## config.mk

```make
export PLATFORM = sky130hd
export DESIGN_NAME = seconds_display
export DESIGN_NICKNAME = d
export VERILOG_FILES = /design/src/rtl/display_pkg.sv /design/src/rtl/seven_seg_encoder.sv /design/src/rtl/seconds_display.sv
export SDC_FILE = /design/constraint.sdc
export NUM_CORES = 1
export LEC_CHECK = 0
export BUFFER_PORTS_ARGS = -buffer_cell sky130_fd_sc_hd__clkbuf_2
export CORE_UTILIZATION = 56
export CTS_CLUSTER_DIAMETER = 60
export DETAILED_ROUTE_END_ITERATION = 12
export PLACE_DENSITY = 0.8
export SLEW_MARGIN = 10
export SYNTH_ARGS = -nofsm -noshare
export SYNTH_HDL_FRONTEND = slang
export SYNTH_SLANG_ARGS = --single-unit
```

## constraint.sdc

```tcl
create_clock -name i_Clk -period 4.18 [get_ports i_Clk]
set_input_delay 1.254 -clock i_Clk [delete_from_list [all_inputs] [get_ports i_Clk]]
set_output_delay 1.254 -clock i_Clk [all_outputs]
set_load 0.05 [all_outputs]
```

## src/rtl/display_pkg.sv

```systemverilog
// Shared seven-segment definitions for the Go Board displays.
// Patterns are active-low with segment A in bit 6 down to segment G in bit 0.
package display_pkg;

  localparam int SEG_A = 6;
  localparam int SEG_B = 5;
  localparam int SEG_C = 4;
  localparam int SEG_D = 3;
  localparam int SEG_E = 2;
  localparam int SEG_F = 1;
  localparam int SEG_G = 0;

  localparam logic [6:0] SEG_BLANK = 7'h7F;
  localparam logic [6:0] SEG_DASH  = 7'h7E;

  localparam logic [6:0] SEG_DIGIT_0 = 7'h01;
  localparam logic [6:0] SEG_DIGIT_1 = 7'h4F;
  localparam logic [6:0] SEG_DIGIT_2 = 7'h12;
  localparam logic [6:0] SEG_DIGIT_3 = 7'h06;
  localparam logic [6:0] SEG_DIGIT_4 = 7'h4C;
  localparam logic [6:0] SEG_DIGIT_5 = 7'h24;
  localparam logic [6:0] SEG_DIGIT_6 = 7'h20;
  localparam logic [6:0] SEG_DIGIT_7 = 7'h0F;
  localparam logic [6:0] SEG_DIGIT_8 = 7'h00;
  localparam logic [6:0] SEG_DIGIT_9 = 7'h04;

endpackage

```

## src/rtl/seven_seg_encoder.sv

```systemverilog
// Combinational BCD to active-low seven-segment encoder; codes 10-15 show a dash.
module seven_seg_encoder
  import display_pkg::*;
(
  input  logic [3:0] digit,
  output logic [6:0] segments
);

  always_comb begin
    segments = SEG_DASH;
    case (digit)
      4'd0:    segments = SEG_DIGIT_0;
      4'd1:    segments = SEG_DIGIT_1;
      4'd2:    segments = SEG_DIGIT_2;
      4'd3:    segments = SEG_DIGIT_3;
      4'd4:    segments = SEG_DIGIT_4;
      4'd5:    segments = SEG_DIGIT_5;
      4'd6:    segments = SEG_DIGIT_6;
      4'd7:    segments = SEG_DIGIT_7;
      4'd8:    segments = SEG_DIGIT_8;
      4'd9:    segments = SEG_DIGIT_9;
      default: segments = SEG_DASH;
    endcase
  end

endmodule

```

## src/rtl/seconds_display.sv

```systemverilog
// Extends an upstream 0-9 seconds digit to 00-59, drives both displays with
// leading-zero blanking and PWM dimming, and pulses once per minute.
module seconds_display
  import display_pkg::*;
#(
  parameter int BLANK_LEADING = 1,
  parameter int TENS_MAX      = 5
) (
  input  logic       i_Clk,
  input  logic       i_Rst,
  input  logic [3:0] i_Count,
  input  logic       i_Clear,
  input  logic [3:0] i_Bright,
  output logic [6:0] o_Segment1,
  output logic [6:0] o_Segment2,
  output logic       o_Minute
);

  localparam logic [3:0] TENS_LAST = 4'(TENS_MAX);

  logic [3:0] r_Units;
  logic [3:0] r_Tens;
  logic [3:0] r_Pwm;
  logic       w_Wrap;
  logic       w_Enable;
  logic       w_Blank_Tens;
  logic [6:0] w_Units_Seg;
  logic [6:0] w_Tens_Seg;

  // r_Units doubles as the previous sample, so only a true 9->0 step counts.
  assign w_Wrap       = (r_Units == 4'd9) && (i_Count == 4'd0);
  assign w_Enable     = (r_Pwm < i_Bright) || (i_Bright == 4'd15);
  assign w_Blank_Tens = (BLANK_LEADING != 0) && (r_Tens == 4'd0);

  seven_seg_encoder u_units_enc (
    .digit    (r_Units),
    .segments (w_Units_Seg)
  );

  seven_seg_encoder u_tens_enc (
    .digit    (r_Tens),
    .segments (w_Tens_Seg)
  );

  always_ff @(posedge i_Clk) begin
    if (i_Rst) begin
      r_Units    <= 4'd0;
      r_Tens     <= 4'd0;
      r_Pwm      <= 4'd0;
      o_Minute   <= 1'b0;
      o_Segment1 <= SEG_BLANK;
      o_Segment2 <= SEG_BLANK;
    end else begin
      r_Units  <= i_Count;
      r_Pwm    <= r_Pwm + 4'd1;
      o_Minute <= 1'b0;

      // Clear wins over a coincident wrap, suppressing the minute pulse too.
      if (i_Clear) begin
        r_Tens <= 4'd0;
      end else if (w_Wrap) begin
        if (r_Tens < TENS_LAST) begin
          r_Tens <= r_Tens + 4'd1;
        end else begin
          r_Tens   <= 4'd0;
          o_Minute <= 1'b1;
        end
      end

      o_Segment2 <= w_Enable ? w_Units_Seg : SEG_BLANK;
      o_Segment1 <= (w_Enable && !w_Blank_Tens) ? w_Tens_Seg : SEG_BLANK;
    end
  end

endmodule

```

==> metrics.txt <==
status complete, no violations; M2 GR Usage 0.324; Worst Hold Launch r_Pwm[0]; most frequent cell after synthesis dfxtp_1; first-pass GRT wire length 3290 um; DRT Pass-1 Iters 4; CP Class input port to register; worst skew pair latency 0.31 ns; largest net degree at the start of global routing 16; cell row count 16; clock sinks 27; clk buf depth 2; Data required, critical path 4.35 ns; Syn Std Cell Area 1240 sq um; Top Family by Delay on Critical Path compound AO/OA/AOI/OAI gates; total number of vias 984; synthesized net count 164; DR DRC count 0; die area 2400 sq um; DRT Wirelength 1970 um; clock-pin slew on the worst setup and hold paths 0.14 ns; DP Cell Count 186; WP buf/inv 2; post-CTS resize count 0; unrepaired setup endpoints after global routing no; final setup fails 0; post-synth top area cell dfxtp_1; YS warnings 0; GPL Wtd Cong 0.849; Crit. Startpoint i_Bright[3]; Power Dens Cells 325 nW/um^2; GRT busiest layer met2; CP max stage delay 0.61 ns; diode count 0; Avg Cell Area, Syn 8.84 sq um; total gr overflow 0; Iter 0 DRT Violations 15; die width 49.0 um; Critical Path Source Type input port; CP Capture Type register; synth cell count leaders 27 x dfxtp_1, 15 x a21oi_1, 14 x o21ai_0; vias in the first global route 821; post-route antenna net violation count 0; htree depth 1; Hold-fix buffers, CTS 0; post-synthesis sequential area ratio 0.437; worst-path cell chain clkbuf_2 -> inv_1 -> ha_1 -> a211o_1 -> o22ai_1 -> o21ai_0; Initial Utilization 0.612; MaxCap Viol Count 0; r2r startpoint r_Pwm[3]; met1 usage 0.197; clock root buffer master clkbuf_4; CTS Buf Count 3; HP Class register to register; initial antenna violation count 0; Hold Vio Cnt, Final 0; f_max 0.385 GHz; I/O Buffers 25; Post-synth top flop dfxtp_1; Tot GR Track Use 0.171; share of the synthesized area in the top cell type 0.437; CP max FO 14; DR vias/cell 5.18; WL/cell 10.3 um; final period utilization 0.621; skew final 0.00876 ns; critical path's slowest cell o22ai_1; P_leak 0.609 nW; post-CTS setup buffer count 0; Slew headroom 0.472; core footprint 2020 sq um; met3 usage 0.0280; Critical Path AT 2.76 ns; Die Y 49.0 um; Worst-Margin Slew 0.792 ns; CTS tree built; FF+latch count, synth 27; Yosys cell types 29; estimated wirelength of the detail-placed design 1500 um; fin. max-slew vios 0; Mapped Cells 140; asr flop ratio synth 0; fin crit period 2.59 ns; Fin Setup TNS 0 ns; synth top area cells dfxtp_1 44%, ha_1 13%, a21oi_1 6.1%, o21ai_0 5.7%, inv_1 3.6%; VDD IR max 0.261 mV; area delta synth->final 13.1%; number of flops mapped to enable cells by yosys 0; Layout Nets 188; Top Ports 26; share of layout cells above drive strength 1 0.202; Final Non-Filler Cells 190
[cell usage in the layout (no fill, tap or decap), types with 2 or more instances in the layout]
| cell type | n |
|---|---|
| dfxtp_1 | 27 |
| clkbuf_2 | 25 |
| a21oi_1 | 15 |
| o21ai_0 | 14 |
| ha_1 | 13 |
| inv_1 | 12 |
| nor2_1 | 9 |
| nand2_1 | 8 |
| nor2b_1 | 5 |
| nand2b_1 | 4 |
| or3_1 | 3 |
| o22ai_1 | 3 |
| clkbuf_4 | 3 |
| or2_2 | 2 |
| o211ai_1 | 2 |
| a211oi_1 | 2 |
| nand3_1 | 2 |
| nor3_1 | 2 |
[per-stage QoR]
step	total power, mW	hold slack [ns]	util	instance area (sq um)	setup WS (ns)
finish	0.455	0.480	0.692	1400	1.59
global placement	0.351	0.445	0.679	1370	1.29
detailed placement	0.353	0.455	0.679	1370	1.23
CTS	0.458	0.487	0.692	1400	1.58
floorplan	0.336	0.430	-	1240	1.64
global route	0.474	0.509	0.692	1400	1.37
[state kept, by name, summed over array words and instances (netlist names)]
register and flops:
r_Tens 4, o_Segment1 7, r_Units 4, o_Segment2 7
r_Pwm 4, o_Minute 1
[final timing paths]
check | end | cells after the start | slack (ns)
setup / recovery | o_Segment2[1] | 6 | 1.59
hold / removal | r_Pwm[0] | 1 | 0.48
setup reg to reg | o_Segment2[1] | 4 | 2.32
hold reg to reg | r_Pwm[0] | 1 | 0.48
[routing by layer]
layer	up-vias	wire length, um
met1	438	909
met3	2	71
met2	22	971
met5	-	0
met4	0	13
li1	522	-
[cell families after synthesis]
family,Yosys count,share of synthesized area
AOI/OAI and AO/OA,39,0.177
xor gates and xnor gates,2,0.0142
adders and majority gates,13,0.131
buffers and inverters,18,0.0556
DFF,27,0.437
and+or+nand+nor,41,0.185
[area by class of cell]
cell class | instances | area, sq um
clock inverters | 1 | 5.00
well taps | 27 | 33.8
flip-flops and latches | 27 | 541
clock buffers | 3 | 22.5
fillers | 177 | 622
multi-input cells | 95 | 628
repair buffers | 25 | 125
inverters | 12 | 45.0
[power breakdown]
part           total (mW)  internal, mW  switching (mW)
logic              0.0702        0.0220          0.0483
clock network       0.108        0.0357          0.0719
registers           0.277         0.269         0.00737
No activity file was read; power rests on OpenSTA's default activity.
